$ cat config.mk
export PLATFORM = sky130hd
export DESIGN_NAME = inst_fetch
export DESIGN_NICKNAME = d
export VERILOG_FILES = /design/src/rtl/inst_fetch.sv
export SDC_FILE = /design/constraint.sdc
export NUM_CORES = 1
export LEC_CHECK = 0
export BUFFER_PORTS_ARGS = -buffer_cell sky130_fd_sc_hd__buf_4
export CAP_MARGIN = 20
export CORE_ASPECT_RATIO = 0.9
export CORE_MARGIN = 10
export CORE_UTILIZATION = 34
export DETAILED_ROUTE_END_ITERATION = 6
export PLACE_DENSITY = 0.67
export SYNTH_ARGS = -nofsm -noshare
export SYNTH_HDL_FRONTEND = slang
export SYNTH_SLANG_ARGS = --single-unit
$ cat constraint.sdc
create_clock -name clk -period 3.55 [get_ports clk]
set_input_delay 0.1775 -clock clk [delete_from_list [all_inputs] [get_ports clk]]
set_output_delay 0.1775 -clock clk [all_outputs]
set_load 0.01 [all_outputs]
$ cat src/rtl/inst_fetch.sv
// Instruction fetch front end: takes one PC at a time, issues a single memory
// request, and holds the returned word (or an address-error marker) for decode.
module inst_fetch #(
   parameter int ADDR_WIDTH = 32,
   parameter int DATA_WIDTH = 32
) (
   input  logic                  clk,
   input  logic                  rst,
   input  logic [ADDR_WIDTH-1:0] W_pc,
   input  logic                  pc_valid,
   output logic                  pc_ready,
   input  logic                  flush,
   output logic                  inst_req,
   output logic [ADDR_WIDTH-1:0] inst_addr,
   input  logic                  inst_addr_ok,
   input  logic                  inst_data_ok,
   input  logic [DATA_WIDTH-1:0] inst_rdata,
   output logic                  id_valid,
   input  logic                  id_ready,
   output logic [ADDR_WIDTH-1:0] id_pc,
   output logic [DATA_WIDTH-1:0] id_inst,
   output logic                  id_adel
);

   typedef enum logic [2:0] {
      S_IDLE,
      S_REQ,
      S_WAIT,
      S_DROP,
      S_HOLD
   } state_e;

   state_e                state_q, state_d;
   logic [ADDR_WIDTH-1:0] addr_q, addr_d;
   logic [ADDR_WIDTH-1:0] inst_addr_q, inst_addr_d;
   logic [ADDR_WIDTH-1:0] id_pc_q, id_pc_d;
   logic [DATA_WIDTH-1:0] id_inst_q, id_inst_d;
   logic                  id_adel_q, id_adel_d;

   always_comb begin
      // NOTE: every next-state value defaults to its current value first so no
      // path through the case leaves a signal unassigned (no latches).
      state_d     = state_q;
      addr_d      = addr_q;
      inst_addr_d = inst_addr_q;
      id_pc_d     = id_pc_q;
      id_inst_d   = id_inst_q;
      id_adel_d   = id_adel_q;

      unique case (state_q)
         S_IDLE: begin
            if (pc_valid && !flush) begin
               addr_d = W_pc;
               if (W_pc[1:0] != 2'b00) begin
                  // Misaligned: deliver the error marker without touching memory.
                  id_pc_d   = W_pc;
                  id_inst_d = '0;
                  id_adel_d = 1'b1;
                  state_d   = S_HOLD;
               end else begin
                  inst_addr_d = W_pc;
                  state_d     = S_REQ;
               end
            end
         end

         S_REQ: begin
            if (inst_addr_ok) begin
               state_d = flush ? S_DROP : S_WAIT;
            end else if (flush) begin
               state_d = S_IDLE;
            end
         end

         S_WAIT: begin
            if (inst_data_ok) begin
               if (!flush) begin
                  id_inst_d = inst_rdata;
                  id_pc_d   = addr_q;
                  id_adel_d = 1'b0;
                  state_d   = S_HOLD;
               end else begin
                  state_d = S_IDLE;
               end
            end else if (flush) begin
               // Memory still owes us a beat; swallow it before going idle.
               state_d = S_DROP;
            end
         end

         S_DROP: begin
            if (inst_data_ok) begin
               state_d = S_IDLE;
            end
         end

         S_HOLD: begin
            if (id_ready || flush) begin
               state_d = S_IDLE;
            end
         end

         default: state_d = S_IDLE;
      endcase
   end

   always_ff @(posedge clk) begin
      // NOTE: sequential state uses non-blocking assignments; reset is
      // synchronous, so it is only seen at a rising edge.
      if (!rst) begin
         state_q     <= S_IDLE;
         addr_q      <= '0;
         inst_addr_q <= '0;
         id_pc_q     <= '0;
         id_inst_q   <= '0;
         id_adel_q   <= 1'b0;
      end else begin
         state_q     <= state_d;
         addr_q      <= addr_d;
         inst_addr_q <= inst_addr_d;
         id_pc_q     <= id_pc_d;
         id_inst_q   <= id_inst_d;
         id_adel_q   <= id_adel_d;
      end
   end

   // Handshake strobes are forced low for as long as reset is held.
   assign pc_ready  = rst && (state_q == S_IDLE);
   assign inst_req  = rst && (state_q == S_REQ);
   assign id_valid  = rst && (state_q == S_HOLD);
   assign inst_addr = inst_addr_q;
   assign id_pc     = id_pc_q;
   assign id_inst   = id_inst_q;
   assign id_adel   = id_adel_q;

endmodule

Word-level counts from Yosys, hierarchy flattened
Cells that the tools add are included.
Storage, ports and cells
  bits of input ports: 71
  bits in latches: 0
  bits in writable memories: 0
  word-level logic and storage cells: 58
  memories: 0
  memory bits (read-only): 0
  register bits: 132
Cells by class
  reductions and logical operators: 13
  equal/unequal tests: 12
  order comparisons: 0
  add/subtract/negate cells: 0
  muxes and demuxes: 26
  shift operators: 0
  div/mod/pow operators: 0
  multiply operators: 0
  bitwise logic cells: 1
Operators with widths (number)
  $mux W32: 8
  $pmux W32 S2: 2
  $mux W3: 9
  $pmux W3 S5: 1
  $ne A2 B2 Y1 const B: 6
  $reduce_and A5 Y1: 2
  $eq A3 B2 Y1 const B: 2
  $ne A3 B3 Y1 const B: 2
  $mux W1: 5
  $logic_and A1 B1 Y1: 4
  $reduce_bool A2 Y1: 2
  $eq A3 B1 Y1 const B: 1
  $eq A3 B3 Y1 const B: 1
  $logic_not A3 Y1: 1
  $reduce_and A3 Y1: 1
  $pmux W1 S2: 1
  $reduce_and A2 Y1: 1
  $logic_not A1 Y1: 1
  $logic_or A1 B1 Y1: 1
  $not A1 Y1: 1

Longest topological paths before layout
Gate-level depths: netlist of the first run.
  depth after elaboration: 4
  gate-level depth with buffers: 7
  depth with buffers taken out: 4

Worst setup path before layout of the first run
No wires, ideal clock.
  kind: register -> register
  from: register state_q[2]
  to: register id_pc_q[11] (netlist: id_pc[11])
  buffers on the path: 2
  setup slack: 1.852 ns
  library setup time: 0.116 ns
  stages on the path, launching flop included: 7
  arrival time: 1.582 ns
  cell sequence: dfxtp_1 > or4_4 > nor3_2 > buf_4 > buf_2 > o21ai_0 > o211a_1
On the way
  cells in the longest elaborated chain, start to end: 3
  elaborated cells on any way between the ends: 9
  classes of those cells: eq/ne (5); mux (1); reduce/logical (3)
Ends and longest elaborated chain
  start, declared: RTL line 33  | state_e state_q, state_d;
  start signal, assigned: RTL line 118  | state_q <= state_d;
  $eq A3 B2 Y1 / $logic_not A3 Y1 (equally long branches): RTL line 50  | unique case (state_q)
  $ne A2 B2 Y1 (no line) / $reduce_bool A2 Y1 (equally long branches)
  $reduce_and A5 Y1 (no line)
  end signal, assigned: RTL line 121  | id_pc_q <= id_pc_d;
  end, declared: RTL line 36  | logic [ADDR_WIDTH-1:0] id_pc_q, id_pc_d;
Parallel ways exist; a longest one is shown, timed or not.
A chain may end at the register's enable or synchronous reset.

Worst setup path in the final report of the first run
  from: register state_q[1]
  to: register id_pc_q[9] (netlist: id_pc[9])
The elaborated chain is that of the path after synthesis.

==> summary.md, run 1 <==
| Metric | Value |
|---|---|
| Worst endpoint data arrival time | 2.67 ns |
| Post-route design area | between 7000 and 8000 um2 |
| Tmin final | between 2 and 2.5 ns |
| Synth Instances | roughly 610 |
| Yosys warnings | 0 |
| Post_cts resized | 0 |
| Final setup violating endpoints | 0 |
| Vias in the first global route | 4816 |
| Distinct cells, synth | 31 |
| Post-Route WL | approximately 18000 um |
| Peak VDD IR | 0.316 mV |
| Drt wl/cell | about 18 um |
| Core area | between 15000 and 20000 um2 |
| GRT overflow | 0 |
| Post-Layout Cell Count | a little under 1000 |
| Max Fclk | between 0.4 and 0.5 GHz |
| P per Cell Area | approximately 500 nW/um2 |
| Switching share of total power | 0.239 |
| CTS sink cnt | 132 |
| Hpwl dp | 12000 um |
| Slew margin rel. | 0.582 |
| Sum Neg Setup Slack | 0 ns |
| Synthesized area per cell | about 9 um2 |
| Pre-antenna DRT Iters | 4 |
| Largest net degree at the start of global routing | 61 |
| CTS root buf | clkbuf_16 |
| IO Port Bufs | 170 |
| Die W | 154 um |
| Core Rows | 44 |
| Vias per cell | roughly 5.1 |
| Max cap viols | 0 |
| First-pass GRT wire length | between 20000 and 30000 um |
| Post-synthesis sequential area ratio | 0.478 |
| Final Net Count | 831 |
| Starting Density | 0.344 |
| Hold buffer count at CTS | 0 |
| Least-Margin Pin Slew | about 0.63 ns |
| Clk network pwr share | 0.471 |
| Routability cong. | just under 0.8 |
| Initial DRC Count | about 310 |
| DRC | 0 |
| Fin crit share | 0.652 |
| CP max FO | 33 |
| Critical setup path kind | reg2reg |
| Mapped cell area | about 5500 um2 |
| Status | complete, no violations |
| Share of cells above drive strength 1 | 0.287 |
| GR Util All Layers | 0.157 |
| R2r worst-path depth | 6 |
| H-tree depth | 4 |
| P_sw | 0.894 mW |
| CTS tree | done |
| Syn Nets | approximately 690 |
| LEAKAGE | 3.27 nW |
| RSZ-0062 raised after global routing | no |
| Filler cells | approximately 1600 |
| Die height | between 100 and 150 um |
| Critical Path RT | slightly below 4 ns |
| Comb power frac | 0.107 |
| Initial antenna violation count | 0 |
| CTS Buf Count | 17 |
| Number of synthesized register bits | approximately 130 |
| CP Launch Type | register |
| Ports | about 170 |
| Final Util | 0.470 |
| Final ANT Viol Nets | 0 |
| Hold Fails Final Rpt | 0 |
| CP Capture Type | register |
| Placed cells | approximately 950 |
| Worst Hold Class | in2reg |
| Antenna diodes | 0 |
| Hold Path Stages | 3 |
| Clock transition at path regs | 0.06 ns |
| Deepest clock path buffer count | 2 |
| Worst-Skew Late Latency | about 0.42 ns |
| Final clock skew | approximately 0.0096 ns |
| Seq pwr share | 0.422 |
| Placed cell areas | approximately 7000 um2 |
| Area Overhead vs Synth | 36.5% |
| Pint | about 2.9 mW |
| Setup bufs post-CTS | 0 |
| Via count | 4965 |
| Min Hold Slack | ~0.025 ns |
| Max-slew violation count | 0 |
| Die ar. | around 22000 um2 |
-- through the flow --
| step | setup slack (ns) | power (mW) |
|---|---|---|
| 2_1_floorplan | 1.85 | 1.81 |
| 3_5_place_dp | 1.24 | 2.02 |
| 5_1_grt | 0.942 | 3.90 |
| 3_3_place_gp | 1.29 | 2.02 |
| 4_1_cts | 1.22 | 3.79 |
| 6_report | 1.23 | 3.75 |
-- per-layer routing --
metal,GRT usage,share of wire,vias to the layer above
met3,0.0678,0.099,13
li1,-,-,2455
met2,0.224,0.42,168
met1,0.209,0.47,2329
met4,0.0437,0.012,0
met5,0,0,-
-- synthesized netlist by cell type --
cell type / number / area, um2
a21boi_0: 61 / 458
a21boi_1: 33 / 248
a21oi_1: 4 / 20.0
and2_1: 1 / 6.26
and3_1: 2 / 12.5
and3b_1: 1 / 8.76
buf_2: 16 / 80.1
buf_4: 4 / 30.0
clkbuf_1: 39 / 146
dfxtp_1: 132 / 2640
inv_1: 1 / 3.75
mux2i_1: 32 / 320
nand2_1: 128 / 480
nand2b_1: 3 / 18.8
nand3_1: 34 / 170
nand3b_1: 1 / 7.51
nor2_1: 5 / 18.8
nor2b_1: 4 / 25.0
nor3_1: 3 / 15.0
nor3_2: 1 / 10.0
nor3b_1: 2 / 15.0
nor4_1: 2 / 12.5
o211a_1: 32 / 320
o211ai_1: 32 / 240
o21a_1: 1 / 7.51
o21ai_0: 35 / 175
o22a_1: 1 / 8.76
o31ai_1: 1 / 7.51
or2_2: 1 / 6.26
or3_1: 1 / 6.26
or4_4: 1 / 11.3
-- layout by cell type, fill, tap and decap left out, types with 5 or more instances in the layout --
cell type / synthesis / routed
a21boi_0: 61 / 61
a21boi_1: 33 / 33
buf_4: 4 / 185
clkbuf_16: 0 / 17
clkinv_2: 0 / 5
dfxtp_1: 132 / 132
mux2i_1: 32 / 32
nand2_1: 128 / 128
nand3_1: 34 / 33
o211a_1: 32 / 32
o211ai_1: 32 / 32
o21ai_0: 35 / 35
-- cell families after synthesis --
kind of cell | after synthesis | synth area share
flip-flops | 132 | 0.478
multiplexers | 32 | 0.0579
AO/OA/AOI/OAI | 200 | 0.268
AND/OR/NAND/NOR | 190 | 0.149
buffers and inverters | 60 | 0.0470
-- power by group through the flow --
stage	sequential (mW)	combinational (mW)	clock, mW
floorplan	1.62	0.189	0
global placement	1.61	0.405	0
detailed placement	1.61	0.407	0
CTS	1.58	0.408	1.80
global route	1.59	0.441	1.87
finish	1.58	0.401	1.76
-- worst paths after layout --
| kind | slack, ns | startpoint | end |
|---|---|---|---|
| setup reg to reg | 1.23 | state_q[1] | id_pc[9] |
| setup / recovery | 1.23 | state_q[1] | id_pc[9] |
| hold reg to reg | 0.45 | inst_addr[31] | inst_addr[31] |
| hold / removal | 0.03 | W_pc[29] | inst_addr[29] |
-- worst max-delay path, cell delays in order (launching register included) --
cell	delay (ns)
dfxtp_1	0.41
nor4_1	0.52
nand3_1	0.13
buf_4	0.27
nand2_1	0.52
buf_12	0.25
o211a_1	0.14
-- registers in the layout, summed over array words and instances (netlist names) --
register,flops
inst_addr,32
id_inst,32
addr_q,32
id_pc,32
state_q,3
id_adel,1
-- area by class of cell --
type,instances,area [um2],area share
inverter,1,3.75,0.000497
clock inverter,10,131,0.0174
multi-input combinational,422,2660,0.351
timing repair buffer,186,1410,0.186
tap,207,259,0.0343
clock buffer,22,454,0.0601
sequential,132,2640,0.350
Power figures use the tool's default switching activity.
==> run 2: changes to the inputs <==
PLACE_DENSITY = 0.69   (was 0.67)
clock period = 1.9 ns   (was 3.55 ns; I/O delays follow)
==> run 2 against run 1 <==
Compared with the run above: via count up 5.9%; global-route usage grew 0.85 points; core utilization is 5.6 points higher; sequential cell count is the same; critical path depth unchanged; total power increased by 100%; highest routed layer unchanged; largest cell class unchanged; setup slack worse by 1.2 ns; first-iteration DRC count fell by 13%.
==> summary.md, run 2 (synthesis gave the netlist of run 1 again) <==
| Metric | Value |
|---|---|
| GRT overflow | 0 |
| Worst-Skew Late Latency | between 0.4 and 0.5 ns |
| P_sw | roughly 1.8 mW |
| Status | complete, no violations |
| Peak VDD IR | about 0.62 mV |
| Final Util | 0.526 |
| Routability cong. | around 0.75 |
| CP Capture Type | register |
| Vias per cell | around 5.0 |
| Worst Hold Class | in2reg |
| Pre-antenna DRT Iters | 5 |
| Total Power | 7.48 mW |
| Final Net Count | roughly 910 |
| Worst-path cell chain | or4_4, nor3_4, buf_6, clkbuf_16, o21ai_0, o211a_1 |
| Top delay family on crit path | simple AND/OR/NAND/NOR gates |
| Commonest non-fill, non-tap cells in the layout | 191 x buf_4, 131 x dfxtp_1, 128 x nand2_1 |
| Largest net degree at the start of global routing | 57 |
| Max cap viols | 0 |
| Antenna diodes | 0 |
| Deepest clock path buffer count | 2 |
| Die W | about 150 um |
| CP Launch Type | register |
| Least-Margin Pin Slew | ~0.53 ns |
| Drt wl/cell | 17.7 um |
| Max Fclk | ~0.55 GHz |
| Final clock skew | between 0.005 and 0.006 ns |
| Die height | between 100 and 150 um |
| Core area | around 16000 um2 |
| LEAKAGE | roughly 3.7 nW |
| Area Overhead vs Synth | 52.8% |
| Comb power frac | 0.124 |
| Worst Path Buf+Inv | 2 |
| DRC | 0 |
| First-pass GRT wire length | roughly 29000 um |
| CP max FO | 15 |
| RSZ-0062 raised after global routing | yes |
| Core Rows | 44 |
| Most common cell after layout, fill and taps aside | buf_4 |
| CTS sink cnt | between 100 and 150 |
| Share of cells above drive strength 1 | 0.284 |
| CTS tree | done |
| Die ar. | 21800 um2 |
| Clk network pwr share | 0.482 |
| Tmin final | about 1.8 ns |
| Initial antenna violation count | 0 |
| Vias in the first global route | ~5200 |
| Hpwl dp | between 10000 and 15000 um |
| Seq pwr share | 0.394 |
| Final setup violating endpoints | 0 |
| Pint | ~5.7 mW |
| Final ANT Viol Nets | 0 |
| GR Util All Layers | 0.165 |
| Post-Route WL | between 15000 and 20000 um |
| Critical setup path kind | reg2reg |
| Via count | approximately 5300 |
| Ports | between 150 and 200 |
| H-tree depth | 4 |
| Worst endpoint data arrival time | between 2 and 2.5 ns |
| IO Port Bufs | 170 |
| Hold Fails Final Rpt | 0 |
| Critical Path RT | ~2.2 ns |
| Switching share of total power | 0.234 |
| Fin crit share | 0.956 |
| CTS Buf Count | 17 |
| P per Cell Area | slightly below 900 nW/um2 |
| Max-slew violation count | 0 |
| Worst path slowest cell | or4_4 |
| CTS root buf | clkbuf_16 |
| Slowest stage delay, CP | ~0.56 ns |
| Initial DRC Count | approximately 270 |
| Starting Density | 0.344 |
| Slew margin rel. | 0.647 |
| Clock transition at path regs | approximately 0.060 ns |
## run 2: metal layers
metal | track usage | part of all wire
met3 | 0.0696 | 0.084
met1 | 0.202 | 0.45
met5 | 0 | 0
met2 | 0.265 | 0.46
met4 | 0.0358 | 0.0069
## run 2: worst paths after layout
| check | cells past startpoint | slack [ns] | end | from |
|---|---|---|---|---|
| hold / removal | 3 | 0.02 | id_inst[4] | inst_rdata[4] |
| setup reg to reg | 6 | 0.08 | id_pc[15] | state_q[1] |
| hold reg to reg | 2 | 0.45 | inst_addr[2] | inst_addr[2] |
| setup / recovery | 6 | 0.08 | id_pc[15] | state_q[1] |
## run 2: repair_timing
action | 4_1_cts | 5_1_grt
endpoints found under the hold margin | 92 | 0
hold buffers | 62 | 0
endpoints found under the setup margin | 0 | 7
resized for setup | 0 | 6
setup buffers | 0 | 1
## run 2: metrics by stage
stage	instances	area (um2)	setup TNS, ns	worst slack [ns]	hold WS, ns
2_1_floorplan	614	5530	0	0.202	0.230
3_3_place_gp	961	7140	0	0.145	0.370
3_5_place_dp	961	7140	0	0.104	0.377
4_1_cts	1055	8410	0	0.0863	0.00116
5_1_grt	1057	8450	-0.0272	-0.0145	0.00250
6_report	1057	8450	0	0.0842	0.0174
## run 2: tightest hold or removal path, delay by kind of cell
kind / cells / cell delay [ns]
buf+inv: 1 / 0.11
compound gates: 2 / 0.17
## run 2: layout make-up
| class | count | area [um2] |
|---|---|---|
| clock buffers | 18 | 439 |
| fillers | 1423 | 7620 |
| clock inverters | 14 | 209 |
| inverters | 1 | 3.75 |
| flip-flops and latches | 132 | 2640 |
| well taps | 207 | 259 |
| repair buffers | 263 | 2240 |
| multi-input cells | 422 | 2660 |
## run 2: power groups by stage
stage                     registers [mW]  clock network, mW  logic (mW)
after floorplan                     3.03                  0       0.354
after global placement              3.01                  0       0.801
after detailed placement            3.01                  0       0.808
after CTS                           2.95               3.66       0.915
after global routing                2.96               3.80        1.01
final                               2.95               3.60       0.929
==> run 3: changes to the inputs <==
SETUP_SLACK_MARGIN = 0.3   (was unset)
==> run 3 against run 2 <==
Compared with the run above: sequential cell count unchanged; register-to-register slack better by 0.08 ns; final cell count is 1.2% higher; setup slack improved by 0.084 ns; clock-buffer cell count is the same; routed wire length grew 3.4%; critical path type unchanged; largest cell class unchanged; largest power group unchanged.
==> summary.md, run 3 (synthesis gave the netlist of run 1 again) <==
| Metric | Value |
|---|---|
| Area of the multi-input gates | between 2000 and 3000 um2 |
| Most common cell after layout, fill and taps aside | buf_4 |
| Core Rows | 44 |
| DRC | 0 |
| Least-Margin Pin Slew | about 0.47 ns |
| Core area | between 15000 and 20000 um2 |
| Fin crit share | 0.912 |
| Worst path slowest cell | or4_4 |
| CTS tree | done |
| Critical Path RT | 2.21 ns |
| Ports | approximately 170 |
| Sum Neg Setup Slack | 0 ns |
| Final Util | 0.543 |
| Vias per cell | between 4 and 5 |
| GR Util All Layers | 0.166 |
| Critical setup path kind | reg2reg |
| LEAKAGE | roughly 3.8 nW |
| CP Capture Type | register |
| P per Cell Area | a little over 800 nW/um2 |
| Tmin final | approximately 1.7 ns |
| CTS sink cnt | 132 |
| Worst Hold Class | in2reg |
| Post-Route WL | about 19000 um |
| Max cap viols | 0 |
| Final clock skew | ~0.0089 ns |
| Commonest non-fill, non-tap cells in the layout | 184 x buf_4, 129 x dfxtp_1, 127 x nand2_1 |
| Via count | between 5000 and 6000 |
| Die ar. | roughly 22000 um2 |
| Largest net degree at the start of global routing | 48 |
| Filler cells | around 1400 |
| Status | complete, no violations |
| Initial DRC Count | approximately 280 |
| Starting Density | 0.344 |
| Area Overhead vs Synth | 57.7% |
| Share of cells above drive strength 1 | 0.297 |
| Final setup violating endpoints | 0 |
| Slowest stage delay, CP | approximately 0.58 ns |
| Hpwl dp | roughly 11000 um |
| H-tree depth | 4 |
| Clock transition at path regs | 0.06 ns |
| IO Port Bufs | 170 |
| Worst endpoint data arrival time | 2.04 ns |
| Worst-path cell chain | or4_4, nor3_4, buf_6, buf_12, o21ai_0, o211a_1 |
| Final ANT Viol Nets | 0 |
| Peak VDD IR | ~0.64 mV |
| RSZ-0062 raised after global routing | yes |
| Deepest clock path buffer count | 2 |
| Pre-antenna DRT Iters | 4 |
| Max Fclk | 0.577 GHz |
| Max-slew violation count | 0 |
| Antenna diodes | 0 |
| Routability cong. | about 0.74 |
| CTS root buf | clkbuf_16 |
| GRT overflow | 0 |
| First-pass GRT wire length | between 20000 and 30000 um |
| CP max FO | 12 |
| Slew margin rel. | 0.686 |
| CP Launch Type | register |
| Drt wl/cell | approximately 18 um |
| Vias in the first global route | 5250 |
| Die height | between 100 and 150 um |
| Final Net Count | 922 |
| Initial antenna violation count | 0 |
| Die W | between 150 and 200 um |
| Register area | approximately 2600 um2 |
| Worst-Skew Late Latency | between 0.4 and 0.5 ns |
| Hold Fails Final Rpt | 0 |
| CTS Buf Count | 17 |
==> run 3: cell count changes in the layout (fill, tap and decap cells not counted), sizes merged <==
cell	delta
buf	+9
inv	+2
dlygate4sd3	+3
clkinv	-2
bufinv	-3
clkbuf	+2
clkinvlp	+2
==> run 3: timing repair <==
action                                  in CTS  in global routing
buffers inserted                             9                  1
hold buffers                                65                  0
endpoints found under the hold margin       95                  0
endpoints found under the setup margin     116                131
pin swaps                                    4                  3
cloned                                       4                  4
resized for setup                           16                 23
==> run 3: final timing paths <==
kind                        to    startpoint  depth (start not counted)  slack, ns
setup / recovery      id_pc[3]    state_q[0]                          6       0.17
hold / removal      state_q[0]  inst_data_ok                          4       0.04
setup reg to reg      id_pc[3]    state_q[0]                          6       0.17
hold reg to reg   inst_addr[2]  inst_addr[2]                          2       0.45
==> run 3: per-layer routing <==
layer  vias to the layer above  wire length, um  global-route usage
met5                         -                0                   0
met1                      2537             8820               0.206
met3                        10             1360              0.0602
met4                         0              157              0.0432
met2                       159             9020               0.267
li1                       2643                -                   -
==> run 3: worst max-delay path: cells and delay by family (launching register included) <==
kind	cells	cell delay [ns]
simple gates	2	0.73
flops	1	0.33
buf+inv	2	0.31
compound gates	2	0.24
==> run 3: through the flow <==
step                cells  total power [mW]  area (um2)  hold WS (ns)  setup slack [ns]
global route         1070              7.45        8730        0.0520            0.0989
finish               1070              7.16        8730        0.0371             0.168
detailed placement    956              3.81        7120         0.370             0.119
floorplan             614              3.39        5560         0.230             0.249
CTS                  1065              7.23        8600        0.0225             0.178
global placement      956              3.80        7120         0.366             0.147
==> run 3: power breakdown <==
group / internal [mW] / switching [mW] / total [mW]
registers: 2.89 / 0.0645 / 2.95
clock network: 1.95 / 1.26 / 3.21
logic: 0.533 / 0.468 / 1.00
==> run 3: area by class of cell <==
| class | count | area share |
|---|---|---|
| multi-input combinational | 422 | 0.307 |
| sequential | 132 | 0.303 |
| timing repair buffer | 277 | 0.294 |
| clock buffer | 18 | 0.0503 |
| tap | 207 | 0.0297 |
| clock inverter | 13 | 0.0153 |
| inverter | 1 | 0.000430 |
